$ cat src/rtl/btb_update_queue_if.sv
// Request/drain bundle between the BTB update queue and its requesters / BTB write port.
// The slave modport is the queue itself; master is the surrounding pipeline side.
interface btb_update_queue_if #(
  parameter int DEPTH   = 4,
  parameter int ENTRY_W = 34
);
  localparam int CW = $clog2(DEPTH) + 1;

  logic               ex_req_valid;
  logic               ex_req_ready;
  logic [31:0]        ex_req_pc;
  logic [ENTRY_W-1:0] ex_req_entry;

  logic               id_req_valid;
  logic               id_req_ready;
  logic [31:0]        id_req_pc;
  logic [ENTRY_W-1:0] id_req_entry;

  logic               flush;
  logic               btb_hold;

  logic               btb_load;
  logic [31:0]        btb_write_address;
  logic [ENTRY_W-1:0] btb_in;

  logic [CW-1:0]      count;
  logic [15:0]        coalesce_cnt;

  modport slave (
    input  ex_req_valid, ex_req_pc, ex_req_entry,
    output ex_req_ready,
    input  id_req_valid, id_req_pc, id_req_entry,
    output id_req_ready,
    input  flush, btb_hold,
    output btb_load, btb_write_address, btb_in,
    output count, coalesce_cnt
  );

  modport master (
    output ex_req_valid, ex_req_pc, ex_req_entry,
    input  ex_req_ready,
    output id_req_valid, id_req_pc, id_req_entry,
    input  id_req_ready,
    output flush, btb_hold,
    input  btb_load, btb_write_address, btb_in,
    input  count, coalesce_cnt
  );
endinterface

$ cat src/rtl/btb_update_queue.sv
// In-order BTB write queue: merges EX/ID target updates, coalesces same-PC entries,
// and drains one write per cycle into the BTB's single write port.
module btb_update_queue #(
  parameter int DEPTH   = 4,
  parameter int ENTRY_W = 34
) (
  input logic                 clk,
  input logic                 rst,
  btb_update_queue_if.slave   bus
);
  localparam int PW = $clog2(DEPTH);
  localparam int CW = PW + 1;

  logic [31:0]        pc_q  [DEPTH];
  logic [31:0]        pc_d  [DEPTH];
  logic [ENTRY_W-1:0] ent_q [DEPTH];
  logic [ENTRY_W-1:0] ent_d [DEPTH];
  logic [DEPTH-1:0]   vld_q, vld_d;
  logic [PW-1:0]      head_q, head_d;
  logic [PW-1:0]      tail_q, tail_d;
  logic [CW-1:0]      count_q, count_d;
  logic [15:0]        coal_q, coal_d;

  logic               empty;
  logic [CW-1:0]      free;
  logic               ex_ready, id_ready;
  logic               ex_fire, id_fire;
  logic               pop;
  logic               ex_hit, id_hit;
  logic [PW-1:0]      ex_idx, id_idx;
  logic               same_pc;
  logic               ex_alloc, ex_merge;
  logic               id_alloc, id_merge;
  logic [PW-1:0]      id_slot;
  logic [1:0]         coal_inc;
  logic [16:0]        coal_sum;

  // Readiness is sized from the registered count only, so a request that would
  // coalesce can still stall while the queue is full.
  always_comb begin
    empty    = (count_q == '0);
    free     = CW'(DEPTH) - count_q;
    ex_ready = !rst && !bus.flush && (free != '0);
    id_ready = !rst && !bus.flush &&
               ((free >= CW'(2)) || ((free == CW'(1)) && !bus.ex_req_valid));
    pop      = !rst && !empty && !bus.btb_hold && !bus.flush;
    ex_fire  = bus.ex_req_valid && ex_ready;
    id_fire  = bus.id_req_valid && id_ready;
  end

  // PC match against live entries; a head that pops this cycle is not a target.
  always_comb begin
    ex_hit = 1'b0;
    ex_idx = '0;
    id_hit = 1'b0;
    id_idx = '0;
    for (int unsigned i = 0; i < DEPTH; i++) begin
      if (vld_q[i] && !(pop && (PW'(i) == head_q))) begin
        if (pc_q[i] == bus.ex_req_pc) begin
          ex_hit = 1'b1;
          ex_idx = PW'(i);
        end
        if (pc_q[i] == bus.id_req_pc) begin
          id_hit = 1'b1;
          id_idx = PW'(i);
        end
      end
    end
  end

  always_comb begin
    same_pc  = ex_fire && id_fire && (bus.ex_req_pc == bus.id_req_pc);
    ex_merge = ex_fire && ex_hit;
    ex_alloc = ex_fire && !ex_hit;
    id_merge = id_fire && !same_pc && id_hit;
    id_alloc = id_fire && !same_pc && !id_hit;
    id_slot  = tail_q + PW'(ex_alloc);
    // A same-cycle EX/ID pair on one PC counts as a single coalesce event.
    coal_inc = 2'(ex_merge) + 2'(id_merge) + 2'(same_pc && !ex_hit);
    coal_sum = {1'b0, coal_q} + 17'(coal_inc);
  end

  always_comb begin
    pc_d    = pc_q;
    ent_d   = ent_q;
    vld_d   = vld_q;
    head_d  = head_q;
    tail_d  = tail_q;
    count_d = count_q + CW'(ex_alloc) + CW'(id_alloc) - CW'(pop);
    coal_d  = coal_sum[16] ? '1 : coal_sum[15:0];

    if (pop) begin
      vld_d[head_q] = 1'b0;
      head_d        = head_q + PW'(1);
    end
    if (ex_merge) begin
      ent_d[ex_idx] = bus.ex_req_entry;
    end
    if (ex_alloc) begin
      pc_d[tail_q]  = bus.ex_req_pc;
      ent_d[tail_q] = bus.ex_req_entry;
      vld_d[tail_q] = 1'b1;
    end
    if (id_merge) begin
      ent_d[id_idx] = bus.id_req_entry;
    end
    if (id_alloc) begin
      pc_d[id_slot]  = bus.id_req_pc;
      ent_d[id_slot] = bus.id_req_entry;
      vld_d[id_slot] = 1'b1;
    end
    tail_d = tail_q + PW'(ex_alloc) + PW'(id_alloc);

    if (bus.flush) begin
      vld_d   = '0;
      head_d  = '0;
      tail_d  = '0;
      count_d = '0;
    end
  end

  always_ff @(posedge clk or posedge rst) begin
    if (rst) begin
      for (int unsigned i = 0; i < DEPTH; i++) begin
        pc_q[i]  <= '0;
        ent_q[i] <= '0;
      end
      vld_q   <= '0;
      head_q  <= '0;
      tail_q  <= '0;
      count_q <= '0;
      coal_q  <= '0;
    end else begin
      pc_q    <= pc_d;
      ent_q   <= ent_d;
      vld_q   <= vld_d;
      head_q  <= head_d;
      tail_q  <= tail_d;
      count_q <= count_d;
      coal_q  <= coal_d;
    end
  end

  assign bus.ex_req_ready      = ex_ready;
  assign bus.id_req_ready      = id_ready;
  assign bus.btb_load          = pop;
  assign bus.btb_write_address = empty ? '0 : pc_q[head_q];
  assign bus.btb_in            = empty ? '0 : ent_q[head_q];
  assign bus.count             = count_q;
  assign bus.coalesce_cnt      = coal_q;

endmodule
$ cat src/flat_wrapper.sv
// flat-port wrapper written by rule: the top's interface ports become plain ports
module btb_update_queue_flat 
#(
  parameter int DEPTH   = 4,
  parameter int ENTRY_W = 34
)
  (clk, rst, bus_ex_req_valid, bus_ex_req_pc, bus_ex_req_entry, bus_ex_req_ready, bus_id_req_valid, bus_id_req_pc, bus_id_req_entry, bus_id_req_ready, bus_flush, bus_btb_hold, bus_btb_load, bus_btb_write_address, bus_btb_in, bus_count, bus_coalesce_cnt);
  btb_update_queue_if #(.DEPTH(DEPTH), .ENTRY_W(ENTRY_W)) bus_i ();
  input logic clk;
  input logic rst;
  input wire logic [$bits(bus_i.ex_req_valid)-1:0] bus_ex_req_valid;
  input wire logic [$bits(bus_i.ex_req_pc)-1:0] bus_ex_req_pc;
  input wire logic [$bits(bus_i.ex_req_entry)-1:0] bus_ex_req_entry;
  output wire logic [$bits(bus_i.ex_req_ready)-1:0] bus_ex_req_ready;
  input wire logic [$bits(bus_i.id_req_valid)-1:0] bus_id_req_valid;
  input wire logic [$bits(bus_i.id_req_pc)-1:0] bus_id_req_pc;
  input wire logic [$bits(bus_i.id_req_entry)-1:0] bus_id_req_entry;
  output wire logic [$bits(bus_i.id_req_ready)-1:0] bus_id_req_ready;
  input wire logic [$bits(bus_i.flush)-1:0] bus_flush;
  input wire logic [$bits(bus_i.btb_hold)-1:0] bus_btb_hold;
  output wire logic [$bits(bus_i.btb_load)-1:0] bus_btb_load;
  output wire logic [$bits(bus_i.btb_write_address)-1:0] bus_btb_write_address;
  output wire logic [$bits(bus_i.btb_in)-1:0] bus_btb_in;
  output wire logic [$bits(bus_i.count)-1:0] bus_count;
  output wire logic [$bits(bus_i.coalesce_cnt)-1:0] bus_coalesce_cnt;
  assign bus_i.ex_req_valid = bus_ex_req_valid;
  assign bus_i.ex_req_pc = bus_ex_req_pc;
  assign bus_i.ex_req_entry = bus_ex_req_entry;
  assign bus_ex_req_ready = bus_i.ex_req_ready;
  assign bus_i.id_req_valid = bus_id_req_valid;
  assign bus_i.id_req_pc = bus_id_req_pc;
  assign bus_i.id_req_entry = bus_id_req_entry;
  assign bus_id_req_ready = bus_i.id_req_ready;
  assign bus_i.flush = bus_flush;
  assign bus_i.btb_hold = bus_btb_hold;
  assign bus_btb_load = bus_i.btb_load;
  assign bus_btb_write_address = bus_i.btb_write_address;
  assign bus_btb_in = bus_i.btb_in;
  assign bus_count = bus_i.count;
  assign bus_coalesce_cnt = bus_i.coalesce_cnt;
  btb_update_queue #(.DEPTH(DEPTH), .ENTRY_W(ENTRY_W)) u_core (.clk(clk), .rst(rst), .bus(bus_i));
endmodule
$ cat config.mk
export PLATFORM = sky130hd
export DESIGN_NAME = btb_update_queue_flat
export DESIGN_NICKNAME = d
export VERILOG_FILES = /design/src/rtl/btb_update_queue_if.sv /design/src/rtl/btb_update_queue.sv /design/src/flat_wrapper.sv
export SDC_FILE = /design/constraint.sdc
export NUM_CORES = 1
export LEC_CHECK = 0
export CAP_MARGIN = 20
export CORE_MARGIN = 4
export CORE_UTILIZATION = 35
export CTS_CLUSTER_DIAMETER = 100
export DETAILED_ROUTE_END_ITERATION = 10
export PLACE_DENSITY = 0.58
export SYNTH_ARGS = -nofsm -noshare
export SYNTH_HDL_FRONTEND = slang
export SYNTH_SLANG_ARGS = --single-unit
$ cat constraint.sdc
create_clock -name clk -period 10.45 [get_ports clk]
set_input_delay 2.09 -clock clk [delete_from_list [all_inputs] [get_ports clk]]
set_output_delay 2.09 -clock clk [all_outputs]
set_load 0.02 [all_outputs]
==> results.py <==
metrics = {
    "run_status": {
        "outcome": "finished clean",
    },
    "place": {
        "placed_cells": 2712,
        "dp_hpwl_mm": 46.1,
        "place_congestion": 0.972,
        "port_buffers": 225,
        "placed_area_um2": 22500,
    },
    "floorplan": {
        "fp.dieW_um": 247,
        "io_pins": 226,
        "start_util_pct": 35.4,
        "rows": 87,
        "dieArea_um2": 60900,
        "die_h_um": 247,
        "core-area_um2": 56400,
    },
    "drt": {
        "wl_per_cell_um": 24.4,
        "drtPass1Iterations": 5,
        "drc": 0,
        "vias_per_cell": 5.36,
        "drt-initial-drc-count": 1216,
        "wl_mm": 68.0,
        "routed-via-count": 14900,
        "ant_nets": 0,
    },
    "layout": {
        "final_cells": 2786,
        "area_growth_pct": 18.8,
        "nets": 2151,
        "layout_commonest_cell": "dfrtp_1",
        "drive_gt1_share_pct": 15.3,
        "final.fill_count": 5496,
        "multiInputGateArea_um2": 11800,
        "final_cell_mix": "dfrtp_1 (289), xor2_1 (231), clkdlybuf4s50_1 (225), mux2i_1 (197), nor2_1 (180)",
        "fin_area_um2": 23700,
        "regArea_um2": 7290,
    },
    "timing": {
        "whs_ns": 0.567,
        "fin_skew_ns": 0.0137,
        "maxSlewHeadroom_pct": 25.1,
        "drv_slew": 0,
        "worst_pin_slew_ns": 1.12,
        "max_freq_ghz": 0.147,
        "rsz0062_at_grt": "false",
        "fin_setup_tns_ns": 0,
        "period_minus_slack_ns": 6.82,
        "finalHoldViolations": 0,
        "setup_violations": 0,
        "finalCritPeriodShare_pct": 65.3,
    },
    "cts": {
        "clkSlewWorstSetupHoldPaths_ns": 0.06,
        "cts_buffer_depth": 3,
        "htreeDepth": 2,
        "clk_root_buffer_cell": "clkbuf_16",
        "cts_resized": 0,
        "cts.hold.buffers_added": 0,
        "cts_tree": "built",
        "post_cts.repair.setup_buffers": 0,
        "cts_sinks": 291,
        "cts_buffers": 37,
        "insertion_delay_ns": 0.57,
    },
    "worst_setup_path": {
        "cp-start-kind": "input pin",
        "max_stage_delay_ns": 0.83,
        "required_ns": 10.89,
        "setup.worst_path.class": "in2reg",
        "cp.arrival_ns": 7.27,
        "crit_chain": "clkdlybuf4s50_1 -> xor2_1 -> nor4_1 -> nand4_1 -> or4_1 -> o211a_1 -> and2_1 -> ha_1 -> xnor2_1 -> nand2_1 -> or3_2 -> nand2_2 -> mux2_2",
        "cp-end-kind": "flop",
        "slowest_stage": "nor4_1",
        "worst-path-max-fanout": 34,
    },
    "global_routing": {
        "overflow": 0,
        "grt_max_degree": 181,
        "grt_pass1_wl_mm": 101,
        "antenna_found_initial": 11,
        "grt_pass1_vias": 15500,
        "grtUsageTotal_pct": 21.9,
    },
    "logic_synthesis": {
        "synth.distinct_cells": 54,
        "synth_top_area_share_pct": 36.5,
        "synth_flop_cell": "dfrtp_1",
        "syn_area_per_cell_um2": 10.6,
        "ys_top_cells_by_area": "dfrtp_1 (37%), xor2_1 (10%), mux2i_1 (9.9%), mux4_2 (7.5%), mux2_4 (4.5%)",
        "synth_area_um2": 19900,
        "ys_async_sr_fraction_pct": 100,
        "yosysTopAreaCell": "dfrtp_1",
        "synth_edf_count": 0,
        "syn-num-nets": 2036,
        "yosysSeqAreaShare_pct": 36.5,
        "ys_ff_latch": 291,
        "yosys_warnings": 0,
        "syn-instance-count": 1880,
    },
    "power": {
        "p_per_area_nw_per_um2": 248,
        "p_leak_nw": 9.98,
        "finalPower_mw": 5.89,
        "worst_ir_drop_vdd_v": 0.000106,
    },
    "min_path": {
        "hp-class": "reg2reg",
    },
    "job": {
        "max_cap_violations": 0,
    },
}
## logic make-up (layout without fill, tap and decap cells)
logic type                 after synthesis  count (layout)  synth area share, %
muxes                                  400             400                 26.2
buffers and inverters                  181             323                 4.97
xor gates and xnor gates               303             303                 13.3
and+or+nand+nor                        469             469                 12.0
DFF                                    291             291                 36.5
other                                    0               8                    0
adders and majority gates               18              18                 1.28
AOI/OAI and AO/OA                      218             218                 5.73
## registers in the layout (all words and copies together) (netlist names)
name                     flops
u_core.head_q                2
u_core.bus.coalesce_cnt     16
u_core.bus.count             3
u_core.vld_q                 4
u_core.pc_q                128
u_core.ent_q               136
u_core.tail_q                2
## per-stage QoR
step	utilization (%)	setup slack [ns]
after CTS	42.0	3.69
final	42.0	3.63
after global placement	39.8	3.15
after global routing	42.0	3.28
after detailed placement	39.8	3.14
after floorplan	-	0.326
## area by class of cell
class,instances,area share (%)
Multi-Input combinational cell,1408,49.6
Sequential cell,291,30.8
Timing Repair Buffer,243,10.1
Clock buffer,54,4.56
Tap cell,756,3.99
Clock inverter,12,0.607
Inverter,14,0.253
Antenna cell,8,0.0845
## routing by layer
layer  vias to the layer above  global-route usage [%]  part of all wire (%)
met5                         -                       0                 0.032
li1                       6798                       -                     -
met4                         4                    5.76                   2.3
met1                      7550                    30.2                    44
met2                       473                    34.9                    47
met3                        97                    5.13                   7.2
## path summary, 6_finish.rpt
path,to,slack (ns),from,depth (start not counted)
min in group asynchronous,u_core.bus.count[2],2.32,rst,2
hold reg to reg,u_core.bus.coalesce_cnt[5],0.57,u_core.bus.coalesce_cnt[5],2
max in group asynchronous,u_core.pc_q[50],6.52,rst,3
setup / recovery,u_core.ent_q[97],3.63,bus_ex_req_pc[28],13
hold / removal,u_core.bus.coalesce_cnt[5],0.57,u_core.bus.coalesce_cnt[5],2
setup reg to reg,u_core.ent_q[97],5.37,u_core.head_q[0],13
## synthesized netlist by cell type, types with 4 or more instances
cell	count
nor2_1	181
nand2b_1	4
nor2b_1	70
xnor2_1	72
or3_1	4
clkbuf_1	43
o21ai_0	35
nor3_1	9
mux2i_1	197
a31oi_1	5
a21oi_1	169
nand4_1	32
dfrtp_1	291
buf_4	11
fa_1	4
nand2_1	68
and3_1	5
mux2_4	60
and2_1	4
nor4_2	6
buf_1	13
inv_1	14
nand3_1	10
mux4_2	66
buf_2	81
mux2_2	77
nor4_1	56
ha_1	14
buf_6	16
xor2_1	231
## where the power goes
part	internal (mW)	switching, mW
sequential	1.57	0.500
clock	0.770	0.550
combinational	1.28	1.22
## critical path: cells and delay by family
kind / cells / cell delay (ns)
compound gates: 1 / 0.20
xor+xnor: 2 / 0.73
fa+ha+maj: 1 / 0.19
buf+inv: 1 / 0.64
mux: 1 / 0.42
simple gates: 7 / 2.94
Note: power is estimated with default switching activity, not from simulation.
